--- src/rtl/start_line_controller.sv ---
// Reaction-game sequencer: picks a pseudo-random delay, arms the external delay block,
// lights the go lamp on completion, then times the player's press.
module start_line_controller #(
  parameter int unsigned DELAY_W   = 7,
  parameter int unsigned MIN_DELAY = 4,
  parameter int unsigned REACT_W   = 16
) (
  input  logic               i_clk,
  input  logic               i_arst,
  input  logic               i_start,
  input  logic               i_button,
  input  logic               i_delayComplete,
  output logic [DELAY_W-1:0] o_delay,
  output logic               o_sampleAndStart,
  output logic               o_go,
  output logic               o_busy,
  output logic               o_done,
  output logic [REACT_W-1:0] o_reactTime,
  output logic               o_falseStart,
  output logic               o_timeout
);

  localparam logic [15:0]        LfsrSeed = 16'hACE1;
  localparam logic [DELAY_W-1:0] MinDelay = DELAY_W'(MIN_DELAY);

  typedef enum logic [2:0] {StIdle, StArm, StWait, StGo, StDone, StFault} state_e;

  state_e             state_q, state_d;
  logic [15:0]        lfsr_q, lfsr_d;
  logic [REACT_W-1:0] count_q, count_d;
  logic [DELAY_W-1:0] delay_q, delay_d;
  logic               sample_q, sample_d;
  logic               go_q, go_d;
  logic               busy_q, busy_d;
  logic               done_q, done_d;
  logic [REACT_W-1:0] react_q, react_d;
  logic               false_q, false_d;
  logic               timeout_q, timeout_d;
  logic [DELAY_W-1:0] delay_pick;

  // Low LFSR bits, clamped so the delay block never sees a too-short delay.
  assign delay_pick = (lfsr_q[DELAY_W-1:0] < MinDelay) ? MinDelay : lfsr_q[DELAY_W-1:0];

  always_comb begin
    state_d   = state_q;
    lfsr_d    = {lfsr_q[14:0], lfsr_q[15] ^ lfsr_q[13] ^ lfsr_q[12] ^ lfsr_q[10]};
    count_d   = count_q;
    delay_d   = delay_q;
    sample_d  = 1'b0;
    go_d      = go_q;
    busy_d    = busy_q;
    done_d    = done_q;
    react_d   = react_q;
    false_d   = false_q;
    timeout_d = timeout_q;
    unique case (state_q)
      StIdle, StDone, StFault: begin
        if (i_start) begin
          state_d   = StArm;
          delay_d   = delay_pick;
          sample_d  = 1'b1;
          busy_d    = 1'b1;
          done_d    = 1'b0;
          timeout_d = 1'b0;
          false_d   = 1'b0;
          react_d   = '0;
        end
      end
      StArm: state_d = StWait;
      StWait: begin
        if (i_button) begin
          state_d = StFault;
          false_d = 1'b1;
          busy_d  = 1'b0;
        end else if (i_delayComplete) begin
          state_d = StGo;
          go_d    = 1'b1;
          count_d = '0;
        end
      end
      StGo: begin
        if (i_button) begin
          state_d = StDone;
          react_d = count_q;
          done_d  = 1'b1;
          go_d    = 1'b0;
          busy_d  = 1'b0;
        end else if (&count_q) begin
          state_d   = StDone;
          react_d   = '1;
          timeout_d = 1'b1;
          go_d      = 1'b0;
          busy_d    = 1'b0;
        end else begin
          count_d = count_q + REACT_W'(1);
        end
      end
      default: state_d = StIdle;
    endcase
  end

  always_ff @(posedge i_clk or posedge i_arst) begin
    if (i_arst) begin
      state_q   <= StIdle;
      lfsr_q    <= LfsrSeed;
      count_q   <= '0;
      delay_q   <= '0;
      sample_q  <= 1'b0;
      go_q      <= 1'b0;
      busy_q    <= 1'b0;
      done_q    <= 1'b0;
      react_q   <= '0;
      false_q   <= 1'b0;
      timeout_q <= 1'b0;
    end else begin
      state_q   <= state_d;
      lfsr_q    <= lfsr_d;
      count_q   <= count_d;
      delay_q   <= delay_d;
      sample_q  <= sample_d;
      go_q      <= go_d;
      busy_q    <= busy_d;
      done_q    <= done_d;
      react_q   <= react_d;
      false_q   <= false_d;
      timeout_q <= timeout_d;
    end
  end

  assign o_delay          = delay_q;
  assign o_sampleAndStart = sample_q;
  assign o_go             = go_q;
  assign o_busy           = busy_q;
  assign o_done           = done_q;
  assign o_reactTime      = react_q;
  assign o_falseStart     = false_q;
  assign o_timeout        = timeout_q;

endmodule

--- config.mk ---
export PLATFORM = sky130hd
export DESIGN_NAME = start_line_controller
export DESIGN_NICKNAME = d
export VERILOG_FILES = /design/src/rtl/start_line_controller.sv
export SDC_FILE = /design/constraint.sdc
export NUM_CORES = 1
export LEC_CHECK = 0
export BUFFER_PORTS_ARGS = -buffer_cell sky130_fd_sc_hd__clkbuf_2
export CAP_MARGIN = 20
export CORE_MARGIN = 2
export CORE_UTILIZATION = 56
export DETAILED_ROUTE_END_ITERATION = 8
export HOLD_SLACK_MARGIN = 0.1
export PLACE_DENSITY = 0.87
export SLEW_MARGIN = 5
export SYNTH_ARGS = -nofsm -noshare
export SYNTH_HDL_FRONTEND = slang
export SYNTH_SLANG_ARGS = --single-unit
--- constraint.sdc ---
create_clock -name i_clk -period 2 [get_ports i_clk]
set_input_delay 0.2 -clock i_clk [delete_from_list [all_inputs] [get_ports i_clk]]
set_output_delay 0.2 -clock i_clk [all_outputs]
set_load 0.05 [all_outputs]
==> results.cfg, run 1 <==
[yosys]
yosysMostFrequentCell = dfrtp_1
synth.top_cell.area_share_pct = 50.7
netlist_area_um2 = 2770
synthArstFlopShare_pct = 100
synth_nets = 248
ys_seq_area_share_pct = 58.3
synth.top_cells.by_area = dfrtp_1, dfstp_2, o221a_2, a31oi_1, nand2_1
synth_edf_count = 0
yosys.area.top_type = dfrtp_1
ys_top_cells_by_count = dfrtp_1, nand2_1, o221a_2, a31oi_1, inv_1
yosysWarnings = 0
ys_ff_latch = 64
ys.flop_type = dfrtp_1
syn_inst = 242
synth_cell_types = 44
postSynthAreaPerCell_um2 = 11.4

[routing]
drtAntennaViolNets = 0
vias_per_cell = 5.97
post_drt_wl_per_cell_um = 17.3
route.met2.wl_um = 3000
drt-pass1-iter-count = 4
wl_met1_um = 2720
drc = 0
vias = 2172
top_layer_used = met4
drt_iter0_markers = 199
route.met3.wl_um = 476
wl_um = 6290

[global_routing]
grt_overflow = 0
grt_max_degree = 38
first_global_vias = 2188
grtUsageTotal_pct = 26.4
grt_pass1_wl_um = 10700
antenna_found_initial = 0

[min_path]
hp-class = input port to flop
hold_depth = 3

[placed_design]
place_congestion = 0.914
place.port_buffers = 33
pre_cts_ws_ns = 0.0788
dp_hpwl_um = 4160
place_area_um2 = 3100

[run_status]
run_status = finished clean

[floorplanning]
initial_core_util_pct = 58.2
ioPinCount = 34
design.die.area_um2 = 5520
core_area_um2 = 4750
die_height_um = 74.3
die_width_um = 74.3
rows = 25

[power]
netSwitchingPower_mw = 1.97
seqPwrFrac_pct = 37.1
p_leak_nw = 1.54
combPwrFrac_pct = 38.1
switching_share_pct = 39.9
ir_drop_uv = 919
internal_power_mw = 2.96
p_clk_share_pct = 24.8
pwr_density_cell_nw_per_um2 = 1470

[sta]
finalCritPeriodShare_pct = 96.2
fmax_ghz = 0.520
fin_worst_skew_ns = 0.00450
slew_headroom_pct = 60.5
fin_ws_ns = 0.0758
finalSetupViolCount = 0
worst_slew_pin_slew_ns = 0.590
period_minus_slack_ns = 1.92
final-hold-violation-count = 0
slew_violations = 0

[clocking]
clk_latency_ns = 0.34
cts_num_sinks = 64
cts_root_buf = clkbuf_8
clockBufferDepth = 2
htreeDepth = 3
clkTransAtPathRegs_ns = 0.07
cts_tree = done
post_cts_buffers = 0
cts_buffers = 9

[flow_run]
maxCapViolCount = 0

[final_layout]
finalNetCount = 298
num_antenna_cells = 0
postLayoutCellArea_um2 = 3360
syn_to_final_growth_pct = 21.4
drive_gt1_share_pct = 35.0

[critical_path]
cp_top_family = simple AND/OR/NAND/NOR gates
cp.depth = 5
cp_slowest_cell = or4_1
cpPeakStageDelay_ns = 0.58
crit_path_cell_trace = ha_1 > nand3_1 > or4_1 > or4_1 > o211ai_1
cpMostUsedCell = or4_1
path_class = flop to flop
cp_max_fo = 4
cp-start-kind = flop
cp-end-kind = flop
rr_worst_depth = 5
required_ns = 2.26
arrival_ns = 2.19
critPathBufInv = 0
[registers in the layout, summed over array words and instances (netlist names)]
register,cells
o_reactTime,16
o_go,1
state_q,3
o_busy,1
o_delay,7
lfsr_q,16
count_q,16
o_done,1
o_falseStart,1
o_sampleAndStart,1
o_timeout,1
[worst min-delay path, cell delays in order]
cell and delay (ns):
clkbuf_2 0.11, a21oi_1 0.12, o2bb2ai_1 0.08
[logic make-up after synthesis]
kind of cell	share of synthesized area [%]
DFF	58.3
muxes	1.99
adders and majority gates	0.452
buffers and inverters	4.39
xor gates and xnor gates	0.950
AOI/OAI and AO/OA	19.2
and+or+nand+nor	14.8
[power by group through the flow]
| stage | Sequential, mW | Clock (mW) | Combinational, mW |
|---|---|---|---|
| final | 1.83 | 1.22 | 1.88 |
| after global routing | 1.87 | 1.32 | 2.02 |
| after CTS | 1.82 | 1.25 | 1.88 |
| after detailed placement | 1.84 | 0 | 1.87 |
| after global placement | 1.83 | 0 | 1.83 |
| after floorplan | 2.41 | 0 | 0.753 |
[area by class of cell]
| type | instances | area [um2] |
|---|---|---|
| Fill cell | 341 | 1400 |
| Inverter | 12 | 45.0 |
| Clock inverter | 5 | 80.1 |
| Tap cell | 67 | 83.8 |
| Timing Repair Buffer | 57 | 350 |
| Clock buffer | 11 | 141 |
| Sequential cell | 64 | 1610 |
| Multi-Input combinational cell | 148 | 1050 |
[worst paths after layout]
kind | start | end | slack, ns
worst max-delay path | count_q[1] | count_q[14] | 0.08
worst min-delay path | i_delayComplete | o_go | 0.20
worst max register to register | count_q[1] | count_q[14] | 0.08
worst min register to register | lfsr_q[8] | lfsr_q[9] | 0.35
max in group asynchronous | i_arst | lfsr_q[6] | 1.15
min in group asynchronous | i_arst | o_reactTime[5] | 0.45
[layout by cell type, fill, tap and decap left out, types with 3 or more instances in the layout]
master     synthesis  layout
or4_1              6       5
nand4_1           10      10
dfstp_2            8       8
nor2_1             6       6
nand2_1           17      17
o211ai_1           7       7
nor3_1             3       3
nand3_1            5       5
inv_1             12      11
dfrtp_1           56      56
nand2b_1           8       8
o31a_1             3       3
o221a_2           15      15
nor4_1             5       5
a31oi_1           12      12
a21oi_1            9       9
a2bb2oi_1          3       3
o21ai_0            7       7
buf_4              0      22
mux2_2             4       4
clkbuf_8           0      10
clkbuf_2           3      33
[per-stage QoR]
step | utilization [%] | setup TNS, ns | instances | hold WS [ns] | power (mW)
global route | 70.6 | -0.00294 | 364 | 0.213 | 5.21
detailed placement | 65.3 | 0 | 346 | 0.272 | 3.71
finish | 70.6 | 0 | 364 | 0.204 | 4.93
floorplan | - | 0 | 242 | 0.309 | 3.17
CTS | 70.4 | 0 | 364 | 0.190 | 4.96
global placement | 65.3 | 0 | 346 | 0.271 | 3.66
[repair_timing]
item                                   4_1_cts  5_1_grt
hold buffers                                 2        0
endpoints found under the hold margin       57        0
gates resized for setup                      0        2
setup endpoints to repair                    0        4
[routing by layer]
metal  up-vias  GRT usage [%]
met5         -              0
met4         0           11.7
met3        12           8.54
met2        99           40.2
met1      1048           35.1
li1       1013              -
(Power assumes the default switching activity.)
==> run 2, diff against run 1 <==
- CORE_ASPECT_RATIO: default -> 1.75
- CORE_UTILIZATION: 56 -> 55
- PLACE_DENSITY: 0.87 -> 0.76
==> run 2 against run 1 <==
- sequential share of layout area is 1.0 points higher
- register-to-register slack hardly changed
- final cell count is 4.7% lower
- hold slack better by 0.013 ns
- global-route usage is 2.1 points lower
- clock skew is 0.0029 ns higher
- critical path depth stayed put
- via count is 1.5% lower
- die area is 2.1% higher
- core utilization is 3.4 points lower
- sequential power hardly changed
- non-clock buffer count is 4 lower
- largest power group unchanged
==> results.cfg, run 2 (synthesis gave the netlist of run 1 again) <==
[placed_design]
place.port_buffers = 33
place_congestion = 0.936
dp_hpwl_um = 4260
pre_cts_ws_ns = 0.0730

[global_routing]
grt_overflow = 0
grt_max_degree = 41
first_global_vias = 2100
antenna_found_initial = 0
grtUsageTotal_pct = 24.3
grt_pass1_wl_um = 10300

[sta]
grt_setup_unrepaired = no
period_minus_slack_ns = 1.91
fmax_ghz = 0.524
worst_slew_pin_slew_ns = 0.602
slew_headroom_pct = 59.8
hold_slack_ns = 0.217
fin_ws_ns = 0.0899
finalCritPeriodShare_pct = 95.5
fin_worst_skew_ns = 0.00737
tns_ns = 0
final-hold-violation-count = 0
finalSetupViolCount = 0
slew_violations = 0

[floorplanning]
die_height_um = 97.8
core_area_um2 = 4890
rows = 34
initial_core_util_pct = 56.5
ioPinCount = 34
design.die.area_um2 = 5640
die_width_um = 57.6

[critical_path]
path_class = flop to flop
arrival_ns = 2.17
reg2reg_slack_ns = 0.09
cp_max_fo = 4
cp-start-kind = flop
cp-end-kind = flop
required_ns = 2.26

[clocking]
cts_tree = done
htreeDepth = 3
clkTransAtPathRegs_ns = 0.08
cts_num_sinks = 64
cts_buffers = 9
clockBufferDepth = 2
cts_root_buf = clkbuf_8
clk_latency_ns = 0.35

[final_layout]
finalNetCount = 294
syn_to_final_growth_pct = 18.9
layout_commonest_cell = dfrtp_1
final_cell_mix = dfrtp_1, clkbuf_2, nand2_1
num_antenna_cells = 0
drive_gt1_share_pct = 34.5

[routing]
post_drt_wl_per_cell_um = 17.5
drt_iter0_markers = 74
vias_per_cell = 6.16
vias = 2139
drc = 0
wl_met1_um = 2400
drtAntennaViolNets = 0
route.met3.wl_um = 310
wl_um = 6090
route.met2.wl_um = 3180
drt-pass1-iter-count = 4
top_layer_used = met4

[flow_run]
maxCapViolCount = 0

[run_status]
run_status = finished clean

[power]
ir_drop_uv = 932
p_leak_nw = 1.49
total_power_mw = 4.71
pwr_density_cell_nw_per_um2 = 1430

[min_path]
hp-class = input port to flop
[run 2: cell types whose count changed in the layout (fill, tap and decap cells not counted), sizes merged]
cell,delta
clkbuf,-1
clkinv,+2
buf,-4
clkinvlp,+1
bufinv,-2
[run 2: worst max-delay path, cell delays in order, from the launching register on]
cell and delay [ns]:
dfrtp_1 0.36, ha_1 0.22, nand3_1 0.12, or4_1 0.56, or4_1 0.44, o211ai_1 0.12
[run 2: cell type report]
cell class                      count  area (um2)
Clock buffer                       10         138
Clock inverter                      6        45.0
Fill cell                         368        1600
Inverter                           12        45.0
Multi-Input combinational cell    148        1040
Sequential cell                    64        1610
Tap cell                           54        67.6
Timing Repair Buffer               53         345
[run 2: power breakdown]
part           total, mW  switching [mW]  internal (mW)
sequential          1.84           0.255           1.59
combinational       1.86            1.21          0.649
clock               1.01           0.522          0.484
total               4.71            1.99           2.72
[run 2: repair_timing]
item                                    4_1_cts  5_1_grt
hold buffers                                  2        0
resized for setup                             0        1
buffers inserted                              0        0
endpoints found under the hold margin        25        0
endpoints found under the setup margin        0        5
[run 2: path summary, 6_finish.rpt]
path / startpoint / end / cells past startpoint
setup / recovery: count_q[0] / count_q[14] / 5
hold / removal: i_delayComplete / o_go / 3
setup reg to reg: count_q[0] / count_q[14] / 5
hold reg to reg: lfsr_q[14] / lfsr_q[15] / 0
max in group asynchronous: i_arst / lfsr_q[7] / 4
min in group asynchronous: i_arst / o_reactTime[14] / 3
[run 2: through the flow]
step / area [um2] / std cells / utilization (%)
floorplan: 2770 / 242 / -
finish: 3290 / 347 / 67.2
detailed placement: 3080 / 329 / 63.0
CTS: 3290 / 347 / 67.2
global placement: 3080 / 329 / 63.0
global route: 3290 / 347 / 67.2
[run 2: layer usage]
| metal | track usage (%) | up-vias |
|---|---|---|
| li1 | - | 1004 |
| met1 | 30.6 | 1054 |
| met2 | 37.6 | 67 |
| met3 | 5.83 | 14 |
| met4 | 14.0 | 0 |
| met5 | 0 | - |
==> run 3, diff against run 2 <==
- REMOVE_ABC_BUFFERS: default -> 1
- SETUP_SLACK_MARGIN: default -> 0.4
==> run 3 against run 2 <==
- first-iteration DRC count rose to 2.5 times the previous value
- total power up 9.4%
- core utilization up 10 points
- global-route usage up 1.1 points
- routed wire length up 30%
- critical path type unchanged
- critical endpoint is now count_q[6]
==> results.cfg, run 3 (synthesis gave the netlist of run 1 again) <==
[global_routing]
grt_pass1_wl_um = 10900
grt_max_degree = 65
grtUsageTotal_pct = 25.4
first_global_vias = 2323
antenna_found_initial = 0
grt_overflow = 0

[flow_run]
maxCapViolCount = 0

[routing]
wl_met1_um = 2880
drc = 0
route.met3.wl_um = 495
post_drt_wl_per_cell_um = 21.3
wl_um = 7930
top_layer_used = met4
drt-pass1-iter-count = 7
drtAntennaViolNets = 0
route.met2.wl_um = 4200
vias = 2419
vias_per_cell = 6.50
drt_iter0_markers = 188

[critical_path]
cp-end-kind = flop
cp_max_fo = 7
reg2reg_from = count_q[13]
cp-start-kind = flop
required_ns = 2.23
rr_worst_depth = 6
arrival_ns = 2.07
startpoint = count_q[13]
path_class = flop to flop

[clocking]
cts_tree = done
clk_latency_ns = 0.36
htreeDepth = 3
cts_buffers = 9
cts_num_sinks = 64
cts_root_buf = clkbuf_8
clkTransAtPathRegs_ns = 0.07
clockBufferDepth = 2

[sta]
tns_ns = 0
finalSetupViolCount = 0
fmax_ghz = 0.543
worst_slew_pin_slew_ns = 0.473
grt_setup_unrepaired = yes
final-hold-violation-count = 0
fin_worst_skew_ns = 0.00840
slew_headroom_pct = 68.3
finalCritPeriodShare_pct = 92.1
period_minus_slack_ns = 1.84
slew_violations = 0

[floorplanning]
rows = 34
die_width_um = 57.6
ioPinCount = 34
core_area_um2 = 4890
design.die.area_um2 = 5640
die_height_um = 97.8
initial_core_util_pct = 56.5

[final_layout]
finalNetCount = 319
layout_commonest_cell = dfrtp_1
fillers = 288
seqCellArea_um2 = 1620
num_antenna_cells = 0
final_cell_mix = dfrtp_1, buf_4, clkbuf_2
drive_gt1_share_pct = 48.4
syn_to_final_growth_pct = 36.6
fin_util_pct = 77.2
multi_input_area_um2 = 1310

[min_path]
hold_depth = 3
hp-class = input port to flop
hold_start = i_delayComplete

[power]
pwr_density_cell_nw_per_um2 = 1360
total_power_mw = 5.15
ir_drop_uv = 1230
p_leak_nw = 1.68

[placed_design]
place_congestion = 0.879
dp_hpwl_um = 4080
place.port_buffers = 33

[run_status]
run_status = finished clean
## run 3: path summary, 6_finish.rpt
check                             endpoint  slack, ns
worst min register to register   lfsr_q[9]       0.36
max in group asynchronous        lfsr_q[7]       1.24
min in group asynchronous       lfsr_q[14]       0.44
worst max register to register  count_q[6]       0.16
worst max-delay path            count_q[6]       0.16
worst min-delay path                  o_go       0.19
## run 3: where the power goes
group	internal, mW	switching (mW)
registers	1.59	0.272
clock network	0.487	0.540
logic	0.835	1.42
## run 3: cell type report
type	instances	share of cell area [%]
well taps	54	1.79
flip-flops and latches	64	42.8
repair buffers	77	14.8
multi-input cells	149	34.6
clock inverters	6	1.13
clock buffers	10	3.64
inverters	12	1.19
## run 3: critical path, cell delays in order (launching register included)
cell and delay, ns:
dfrtp_1 0.40, nand4_1 0.16, buf_4 0.18, or4_4 0.55
buf_12 0.18, a31oi_2 0.20, a31oi_4 0.04
## run 3: per-layer routing
layer | track usage (%) | vias up
met5 | 0 | -
met4 | 16.1 | 0
met3 | 7.28 | 40
met2 | 41.1 | 127
met1 | 28.5 | 1189
li1 | - | 1063
## run 3: stage by stage
stage          setup WS [ns]  std cells  hold slack [ns]  instance area, um2
6_report               0.157        372            0.187                3780
3_5_place_dp           0.178        330            0.273                3080
3_3_place_gp           0.239        330            0.269                3080
5_1_grt                0.113        372            0.225                3780
4_1_cts                0.261        362            0.179                3490
2_1_floorplan         -0.137        224            0.309                2690
## run 3: timing repair
action / in CTS / in global routing
resized for setup: 22 / 31
setup buffers: 13 / 8
setup endpoints to repair: 34 / 41
hold buffers: 2 / 0
cloned: 1 / 2
hold endpoints to repair: 57 / 0
pin swaps: 10 / 6
